$ cat src/rtl/mips_ctrl_if.sv
// Control bundle between the multicycle MIPS control FSM and the datapath/ALU.
// Carries the IR fields and ALU zero flag toward the FSM, and every mux select,
// write enable, ALU opcode and debug state back toward the datapath.
// Ports: op/funct/zero (datapath -> fsm); iord..state_o (fsm -> datapath).
interface mips_ctrl_if;
  logic [5:0] op;
  logic [5:0] funct;
  logic       zero;

  logic       iord;
  logic       mem_write;
  logic       ir_write;
  logic       reg_write;
  logic       reg_dst;
  logic       mem_to_reg;
  logic       alu_src_a;
  logic [1:0] alu_src_b;
  logic [1:0] pc_src;
  logic       pc_en;
  logic [3:0] alu_op;
  logic       illegal_op;
  logic [3:0] state_o;

  // Control FSM side.
  modport master (
    input  op, funct, zero,
    output iord, mem_write, ir_write, reg_write, reg_dst, mem_to_reg,
           alu_src_a, alu_src_b, pc_src, pc_en, alu_op, illegal_op, state_o
  );

  // Datapath side.
  modport slave (
    output op, funct, zero,
    input  iord, mem_write, ir_write, reg_write, reg_dst, mem_to_reg,
           alu_src_a, alu_src_b, pc_src, pc_en, alu_op, illegal_op, state_o
  );
endinterface

$ cat src/rtl/mips_ctrl_fsm.sv
// Multicycle MIPS main control FSM: fetch/decode/execute sequencing, datapath
// mux selects and write enables, and the 4-bit ALU opcode (consumes ALU zero for beq).
// Ports: clk, rst_n (async, active low), bus (mips_ctrl_if.master).
// Outputs are Moore decodes of the state; pc_en also follows zero combinationally.
module mips_ctrl_fsm #(
  parameter logic [3:0] ALU_AND = 4'b0000,
  parameter logic [3:0] ALU_OR  = 4'b0001,
  parameter logic [3:0] ALU_ADD = 4'b0010,
  parameter logic [3:0] ALU_SUB = 4'b0110,
  parameter logic [3:0] ALU_SLT = 4'b0111
) (
  input  logic          clk,
  input  logic          rst_n,
  mips_ctrl_if.master   bus
);

  typedef enum logic [3:0] {
    FETCH  = 4'd0,
    DECODE = 4'd1,
    MEMADR = 4'd2,
    MEMRD  = 4'd3,
    MEMWB  = 4'd4,
    MEMWR  = 4'd5,
    EXEC   = 4'd6,
    ALUWB  = 4'd7,
    BRANCH = 4'd8,
    ADDIEX = 4'd9,
    ADDIWB = 4'd10,
    JUMP   = 4'd11
  } state_t;

  localparam logic [5:0] OP_RTYPE = 6'b000000;
  localparam logic [5:0] OP_J     = 6'b000010;
  localparam logic [5:0] OP_BEQ   = 6'b000100;
  localparam logic [5:0] OP_ADDI  = 6'b001000;
  localparam logic [5:0] OP_LW    = 6'b100011;
  localparam logic [5:0] OP_SW    = 6'b101011;

  localparam logic [5:0] FN_ADD = 6'b100000;
  localparam logic [5:0] FN_SUB = 6'b100010;
  localparam logic [5:0] FN_AND = 6'b100100;
  localparam logic [5:0] FN_OR  = 6'b100101;
  localparam logic [5:0] FN_SLT = 6'b101010;

  state_t state;

  // R-type funct decode shared by EXEC (opcode select) and ALUWB (write suppress).
  logic       funct_ok;
  logic [3:0] funct_alu;

  always_comb begin
    funct_ok  = 1'b1;
    funct_alu = ALU_ADD;
    case (bus.funct)
      FN_ADD:  funct_alu = ALU_ADD;
      FN_SUB:  funct_alu = ALU_SUB;
      FN_AND:  funct_alu = ALU_AND;
      FN_OR:   funct_alu = ALU_OR;
      FN_SLT:  funct_alu = ALU_SLT;
      default: funct_ok  = 1'b0;
    endcase
  end

  // State register. DECODE and MEMADR branch on op as presented in that cycle.
  always_ff @(posedge clk or negedge rst_n) begin
    if (!rst_n) begin
      state <= FETCH;
    end else begin
      case (state)
        FETCH:  state <= DECODE;
        DECODE: begin
          case (bus.op)
            OP_LW, OP_SW: state <= MEMADR;
            OP_RTYPE:     state <= EXEC;
            OP_BEQ:       state <= BRANCH;
            OP_ADDI:      state <= ADDIEX;
            OP_J:         state <= JUMP;
            default:      state <= FETCH;
          endcase
        end
        MEMADR: begin
          if (bus.op == OP_LW)      state <= MEMRD;
          else if (bus.op == OP_SW) state <= MEMWR;
          else                      state <= FETCH;
        end
        MEMRD:  state <= MEMWB;
        MEMWB:  state <= FETCH;
        MEMWR:  state <= FETCH;
        EXEC:   state <= ALUWB;
        ALUWB:  state <= FETCH;
        BRANCH: state <= FETCH;
        ADDIEX: state <= ADDIWB;
        ADDIWB: state <= FETCH;
        JUMP:   state <= FETCH;
        default: state <= FETCH;  // codes 12-15 recover in one edge
      endcase
    end
  end

  // Moore output decode. Reset is applied combinationally on top so that an
  // asserted rst_n kills every enable in the same cycle, including FETCH's.
  logic       iord_c, mem_write_c, ir_write_c, reg_write_c, reg_dst_c, mem_to_reg_c;
  logic       alu_src_a_c, pc_write_c, branch_c, illegal_c;
  logic [1:0] alu_src_b_c, pc_src_c;
  logic [3:0] alu_op_c;

  always_comb begin
    iord_c       = 1'b0;
    mem_write_c  = 1'b0;
    ir_write_c   = 1'b0;
    reg_write_c  = 1'b0;
    reg_dst_c    = 1'b0;
    mem_to_reg_c = 1'b0;
    alu_src_a_c  = 1'b0;
    alu_src_b_c  = 2'b00;
    pc_src_c     = 2'b00;
    pc_write_c   = 1'b0;
    branch_c     = 1'b0;
    illegal_c    = 1'b0;
    alu_op_c     = ALU_ADD;

    case (state)
      FETCH: begin
        alu_src_b_c = 2'b01;
        ir_write_c  = 1'b1;
        pc_write_c  = 1'b1;
      end
      DECODE: begin
        // Precompute the branch target into ALUOut while decoding.
        alu_src_b_c = 2'b11;
        case (bus.op)
          OP_LW, OP_SW, OP_RTYPE, OP_BEQ, OP_ADDI, OP_J: illegal_c = 1'b0;
          default:                                       illegal_c = 1'b1;
        endcase
      end
      MEMADR: begin
        alu_src_a_c = 1'b1;
        alu_src_b_c = 2'b10;
      end
      MEMRD: iord_c = 1'b1;
      MEMWB: begin
        mem_to_reg_c = 1'b1;
        reg_write_c  = 1'b1;
      end
      MEMWR: begin
        iord_c      = 1'b1;
        mem_write_c = 1'b1;
      end
      EXEC: begin
        alu_src_a_c = 1'b1;
        alu_op_c    = funct_alu;
        illegal_c   = !funct_ok;
      end
      ALUWB: begin
        reg_dst_c   = 1'b1;
        reg_write_c = funct_ok;  // an illegal funct must not corrupt the register file
      end
      BRANCH: begin
        alu_src_a_c = 1'b1;
        alu_op_c    = ALU_SUB;
        pc_src_c    = 2'b01;
        branch_c    = 1'b1;
      end
      ADDIEX: begin
        alu_src_a_c = 1'b1;
        alu_src_b_c = 2'b10;
      end
      ADDIWB: reg_write_c = 1'b1;
      JUMP: begin
        pc_src_c   = 2'b10;
        pc_write_c = 1'b1;
      end
      default: ;
    endcase
  end

  always_comb begin
    bus.iord       = rst_n & iord_c;
    bus.mem_write  = rst_n & mem_write_c;
    bus.ir_write   = rst_n & ir_write_c;
    bus.reg_write  = rst_n & reg_write_c;
    bus.reg_dst    = rst_n & reg_dst_c;
    bus.mem_to_reg = rst_n & mem_to_reg_c;
    bus.alu_src_a  = rst_n & alu_src_a_c;
    bus.alu_src_b  = rst_n ? alu_src_b_c : 2'b00;
    bus.pc_src     = rst_n ? pc_src_c : 2'b00;
    bus.pc_en      = rst_n & (pc_write_c | (branch_c & bus.zero));
    bus.alu_op     = rst_n ? alu_op_c : ALU_ADD;
    bus.illegal_op = rst_n & illegal_c;
    bus.state_o    = state;
  end

endmodule

$ cat src/flat_wrapper.sv
// flat-port wrapper written by rule: the top's interface ports become plain ports
module mips_ctrl_fsm_flat 
#(
  parameter logic [3:0] ALU_AND = 4'b0000,
  parameter logic [3:0] ALU_OR  = 4'b0001,
  parameter logic [3:0] ALU_ADD = 4'b0010,
  parameter logic [3:0] ALU_SUB = 4'b0110,
  parameter logic [3:0] ALU_SLT = 4'b0111
)
  (clk, rst_n, bus_op, bus_funct, bus_zero, bus_iord, bus_mem_write, bus_ir_write, bus_reg_write, bus_reg_dst, bus_mem_to_reg, bus_alu_src_a, bus_alu_src_b, bus_pc_src, bus_pc_en, bus_alu_op, bus_illegal_op, bus_state_o);
  mips_ctrl_if bus_i ();
  input  logic clk;
  input  logic rst_n;
  input wire logic [$bits(bus_i.op)-1:0] bus_op;
  input wire logic [$bits(bus_i.funct)-1:0] bus_funct;
  input wire logic [$bits(bus_i.zero)-1:0] bus_zero;
  output wire logic [$bits(bus_i.iord)-1:0] bus_iord;
  output wire logic [$bits(bus_i.mem_write)-1:0] bus_mem_write;
  output wire logic [$bits(bus_i.ir_write)-1:0] bus_ir_write;
  output wire logic [$bits(bus_i.reg_write)-1:0] bus_reg_write;
  output wire logic [$bits(bus_i.reg_dst)-1:0] bus_reg_dst;
  output wire logic [$bits(bus_i.mem_to_reg)-1:0] bus_mem_to_reg;
  output wire logic [$bits(bus_i.alu_src_a)-1:0] bus_alu_src_a;
  output wire logic [$bits(bus_i.alu_src_b)-1:0] bus_alu_src_b;
  output wire logic [$bits(bus_i.pc_src)-1:0] bus_pc_src;
  output wire logic [$bits(bus_i.pc_en)-1:0] bus_pc_en;
  output wire logic [$bits(bus_i.alu_op)-1:0] bus_alu_op;
  output wire logic [$bits(bus_i.illegal_op)-1:0] bus_illegal_op;
  output wire logic [$bits(bus_i.state_o)-1:0] bus_state_o;
  assign bus_i.op = bus_op;
  assign bus_i.funct = bus_funct;
  assign bus_i.zero = bus_zero;
  assign bus_iord = bus_i.iord;
  assign bus_mem_write = bus_i.mem_write;
  assign bus_ir_write = bus_i.ir_write;
  assign bus_reg_write = bus_i.reg_write;
  assign bus_reg_dst = bus_i.reg_dst;
  assign bus_mem_to_reg = bus_i.mem_to_reg;
  assign bus_alu_src_a = bus_i.alu_src_a;
  assign bus_alu_src_b = bus_i.alu_src_b;
  assign bus_pc_src = bus_i.pc_src;
  assign bus_pc_en = bus_i.pc_en;
  assign bus_alu_op = bus_i.alu_op;
  assign bus_illegal_op = bus_i.illegal_op;
  assign bus_state_o = bus_i.state_o;
  mips_ctrl_fsm #(.ALU_AND(ALU_AND), .ALU_OR(ALU_OR), .ALU_ADD(ALU_ADD), .ALU_SUB(ALU_SUB), .ALU_SLT(ALU_SLT)) u_core (.clk(clk), .rst_n(rst_n), .bus(bus_i));
endmodule
$ cat config.mk
export PLATFORM = sky130hd
export DESIGN_NAME = mips_ctrl_fsm_flat
export DESIGN_NICKNAME = d
export VERILOG_FILES = /design/src/rtl/mips_ctrl_if.sv /design/src/rtl/mips_ctrl_fsm.sv /design/src/flat_wrapper.sv
export SDC_FILE = /design/constraint.sdc
export NUM_CORES = 1
export LEC_CHECK = 0
export CAP_MARGIN = 20
export CORE_AREA = 8 8 45 47
export DETAILED_ROUTE_END_ITERATION = 8
export DIE_AREA = 0 0 53 55
export DONT_BUFFER_PORTS = 1
export GPL_TIMING_DRIVEN = 1
export RECOVER_POWER = 25
export SLEW_MARGIN = 10
export SYNTH_ARGS = -nofsm -noshare
export SYNTH_HDL_FRONTEND = slang
export SYNTH_SLANG_ARGS = --single-unit
$ cat constraint.sdc
create_clock -name clk -period 3.1 [get_ports clk]
set_clock_uncertainty 0.05 [all_clocks]
set_input_delay 0.62 -clock clk [delete_from_list [all_inputs] [get_ports clk]]
set_output_delay 0.62 -clock clk [all_outputs]
set_load 0.03 [all_outputs]
# Word-level counts from Yosys, hierarchy flattened
# Index checks and enable logic that the tools add are counted.
# totals
ff_bits	4
inputBits	15
wordCells	67
# op_classes
eq_ne	21
n_mux	23
bitwise	11
n_reduce_logical	11
# ops
operator	count
$eq A6 B6 Y1 const B	7
$pmux W4 S6	1
$pmux W4 S5	1
$eq A4 B3 Y1 const B	4
$eq A4 B4 Y1 const B	4
$pmux W3 S4	1
$and A1 B1 Y1	10
$mux W1	10
$reduce_or A2 Y1	5
$eq A4 B2 Y1 const B	2
$eq A6 B2 Y1 const B	1
$eq A6 B3 Y1 const B	1
$eq A6 B4 Y1 const B	1
$logic_not A6 Y1	1
$mux W3	2
$pmux W2 S3	1
$pmux W3 S2	1
$reduce_or A6 Y1	1
$reduce_or A5 Y1	1
$eq A4 B1 Y1 const B	1
$logic_not A4 Y1	1
$mux W2	2
$mux W4	1
$pmux W1 S2	2
4 further kinds	4

# Depth between registers and ports, before layout
# logic_depth
ltp_word	6
depth_mapped	6

# Worst setup path after synthesis
# No wires, ideal clock.
# synth_path
path_kind	input port to output port
start	in bus_funct[4]
end	out bus_reg_write
arrival_time_ns	1.839
path_slack_ns	0.591
cell_stages	4
path_buffers	0
path_cell_list	and2b_2 -> nand3_1 -> or4_1 -> a21boi_1
# synth_via
elab_chain_len	5
word_cells_on_any_way	9
cone_classes	eq/ne: 5; mux: 2; bitwise: 1; reduce/logical: 1
# synth_rtl
element	line_no	text
from (decl)	flat_wrapper.sv:15	input wire logic [$bits(bus_i.funct)-1:0] bus_funct;
$eq A6 B6 Y1	mips_ctrl_fsm.sv:54	case (bus.funct)
$reduce_or A5 Y1 (no source line) (*)	n/a	
$mux W1 (*)	mips_ctrl_fsm.sv:54	
$pmux W1 S2 (*)	mips_ctrl_fsm.sv:122	case (state)
$and A1 B1 Y1 (*)	mips_ctrl_fsm.sv:181	bus.reg_write = rst_n & reg_write_c;
to (decl)	flat_wrapper.sv:20	output wire logic [$bits(bus_i.reg_write)-1:0] bus_reg_write;
# Mark *: on every way between the ends. The rest lies on a longest branch, timed or not.

# Worst setup path in the final report
# layout_path
start	reg u_core.state[1], in the netlist u_core.bus.state_o[1]
end	out bus_alu_op[0]
# layout_via
elab_chain_len	3
word_cells_on_any_way	4
cone_classes	eq/ne: 2; mux: 2
# layout_rtl
element	line_no	text
from (decl)	mips_ctrl_fsm.sv:45	state_t state;
from (signal assigned)	mips_ctrl_fsm.sv:67	state <= FETCH;
from (signal assigned)	mips_ctrl_fsm.sv:70	FETCH: state <= DECODE;
from (signal assigned)	mips_ctrl_fsm.sv:73	OP_LW, OP_SW: state <= MEMADR;
$eq A4 B4 Y1 or $eq A4 B3 Y1 (tied branches)	mips_ctrl_fsm.sv:122	
$pmux W3 S2 (*)	mips_ctrl_fsm.sv:122	
$mux W3 (*)	mips_ctrl_fsm.sv:188	bus.alu_op = rst_n ? alu_op_c : ALU_ADD;
to (decl)	flat_wrapper.sv:27	output wire logic [$bits(bus_i.alu_op)-1:0] bus_alu_op;
# Marks and branches as above.

==> impl_results.md <==
* Status: complete, no violations
* Dpl hpwl at 1390 µm
* Number of nets still failing antenna checks after routing at 0
* Met3 WL at 207 µm
* Most common cell in the netlist: nor2_1
* Startpoint types: flop
* Synthesized net count at 103
* Vias per cell at just under 6
* Total Wirelength at roughly 1700 µm
* CTS tree: done
* Crit-path leading delay family: simple AND/OR/NAND/NOR gates
* Max reg flops at 4
* Commonest cells in the netlist: 13 x nor2_1, 7 x nand2_1, 6 x a21oi_1, 6 x nand3_1, 5 x nor3_1
* RSZ-0062 raised after global routing: no
* Setup Crit Path Kind: reg2out
* Largest net degree at the start of global routing at 14
* Die height at 55 µm
* # hold bufs at CTS at 0
* Worst R2R Start: u_core.bus.state_o[1]$_DFF_PN0_
* Combinational fraction of design power at a little over half
* Final hold vios at 0
* R2r endpoint: u_core.bus.state_o[0]$_DFF_PN0_
* Max Fclk at between 0.3 and 0.4 GHz
* Post-synth EDFFs at 0
* Skew-Pair Late Insertion Delay at 0.23 ns
* Worst-Margin Slew at 0.666 ns
* Setup Fix Bufs, Post-CTS at 0
* Max layer used: met3
* Drt wl/cell at around 16 µm
* Pwr dens at 618 nW/µm²
* # setup viols final at 0
* Crit path buf inv count at 0
* Synth async-reset ratio at 100%
* First-pass GRT wire length at ~2800 µm
* Seq cells post-synth at 4
* Tmin final at 2.67 ns
* Setup TNS at 0 ns
* Ranking of synthesized cells by area: dfrtp_1 16%, nor2_1 7.9%, a21oi_1 4.9%
* Number of DRC markers in iteration 0 at 28
* Peak VDD IR at between 0.3 and 0.4 mV
* Share of power burned in registers at 30.3%
* Placed standard-cell area at 633 µm²
* Clock power share at 15.8%
* Final period util at 86.1%
* Die area at 2920 µm²
* Synthesized area per cell at 6.98 µm²
* CP Capture Type: primary output
* P_leak at 0.244 nW
* Slew Viols, Final at 0
* Critical path fanouts, max at 13
* Critical path required time at 2.43 ns
* Gate Count Post-Synth at 88
* NetSw at 0.000222 W
* Min-delay worst type: in2async
* Num CTS Buffers at 3
* Hold_ws at between 0.03 and 0.04 ns
* Synth unique cells at 42
* Starting Density at 44.4%
* R2r setup slk at 1.44 ns
* Top_reg_cell synth: dfrtp_1
* Max incr delay on CP at just over 0.7 ns
* R2R depth at 3
* I/O pin total at 36
* Area Overhead vs Synth at 6.72%
* Top cell type by total area after synthesis: dfrtp_1
* Synth warn at 0
* Data arrival, critical path at 2.00 ns
* Cell row count at 14
* Max_slew headroom at roughly 56%
* Nets at around 110
* Area of the core at 1380 µm²
* Sw Share at 54.8%
* Post-route cell area at 656 µm²
* IO buf count at 0
* CTS Root Cell: clkbuf_4
* Tot GR Track Use at 12.1%
* Top cell type's share of synthesized area at 16.3%
* H-tree levels at 1
* CTS Sinks at 4
* Detailed Routing Iterations Pass 1 at 4
* Initial antenna violation count at 0
* Gr ovfl total at 0
* Sequential element share of the synthesized area at between 10% and 20%
* Drc violations at 0
* Share of post-route cells with drive strength above 1 at 18.7%
* Critical-path cell list: nor3b_2, and3_1, nand2_1, nor2_1
* WL met2 at 797 µm
* Clock Tree Buf Depth at 2
* Total internal power at 0.000183 W
* Met1 wire length at roughly 720 µm
* Max Cap Viol at 0
* ANT cells at 0
* RePlAce Congestion at 0.867
* Synthesized area at 614 µm²
* Slowest cell on the critical path: dfrtp_1
* Vias at around 630
* Vias in the first global route at 616
* Die Wd at 53 µm
* Cts repair resizes at 0
* Clk slew on worst S/H paths at about 0.04 ns
power groups by stage:
stage	registers, W	clock network [W]	logic, W
after floorplan	0.0000958	0	0.000213
after global placement	0.000123	0	0.000219
after detailed placement	0.000124	0	0.000218
after CTS	0.000123	0.0000664	0.000219
after global routing	0.000128	0.0000699	0.000242
final	0.000123	0.0000640	0.000218
routing by layer:
metal  vias up  global-route usage, %
met5         -                      0
met4         0                   1.29
met3         0                   5.61
met2        28                   19.5
met1       275                   14.9
li1        324                      -
logic make-up after synthesis:
logic type / Yosys count / share of synthesized area, %
AOI/OAI and AO/OA: 24 / 27.7
xor gates and xnor gates: 3 / 4.28
buffers and inverters: 11 / 11.2
DFF: 4 / 16.3
muxes: 1 / 1.63
other: 1 / 0.610
and+or+nand+nor: 44 / 38.3
worst max-delay path by stage:
| stage | depth (start not counted) | start | to | slack (ns) |
|---|---|---|---|---|
| finish | 4 | u_core.bus.state_o[1]$_DFF_PN0_ | bus_alu_op[0] | 0.43 |
| CTS | 4 | u_core.bus.state_o[1]$_DFF_PN0_ | bus_alu_op[0] | 0.42 |
| global placement | 4 | u_core.bus.state_o[1]$_DFF_PN0_ | bus_alu_op[0] | 0.71 |
| floorplan | 4 | bus_funct[4] | bus_reg_write | 0.59 |
| global route | 4 | u_core.bus.state_o[1]$_DFF_PN0_ | bus_alu_op[0] | 0.30 |
| detailed placement | 4 | u_core.bus.state_o[1]$_DFF_PN0_ | bus_alu_op[0] | 0.67 |
metrics by stage:
| stage | total power [W] | cells | util [%] | setup WS (ns) |
|---|---|---|---|---|
| 2_1_floorplan | 0.000309 | 88 | - | 0.591 |
| 3_3_place_gp | 0.000343 | 104 | 45.8 | 0.710 |
| 3_5_place_dp | 0.000342 | 104 | 45.8 | 0.670 |
| 4_1_cts | 0.000408 | 107 | 47.4 | 0.421 |
| 5_1_grt | 0.000440 | 107 | 47.4 | 0.300 |
| 6_report | 0.000405 | 107 | 47.4 | 0.431 |
worst register-to-register path, cell delays in order, from the launching register on:
cell,delay [ns]
dfrtp_1,0.72
or3b_1,0.47
o21ai_0,0.22
o2bb2ai_1,0.13
layout by cell type, fill, tap and decap left out, types with 2 or more instances in the layout:
cell and count:
o21ai_0 3, nor2_1 13, inv_1 4, a211oi_1 2, dfrtp_1 4, nand3_1 6, nand2b_1 2, buf_4 7
nor3_1 5, xnor2_1 2, a21oi_1 6, o22ai_1 2, nand2_1 7, clkbuf_4 3
area by class of cell:
class	count	area, µm²
Multi-Input combinational cell	73	445
Fill cell	148	728
Timing Repair Buffer	7	52.6
Sequential cell	4	100
Tap cell	16	20.0
Clock buffer	3	22.5
Inverter	4	15.0
(Power assumes the default switching activity.)
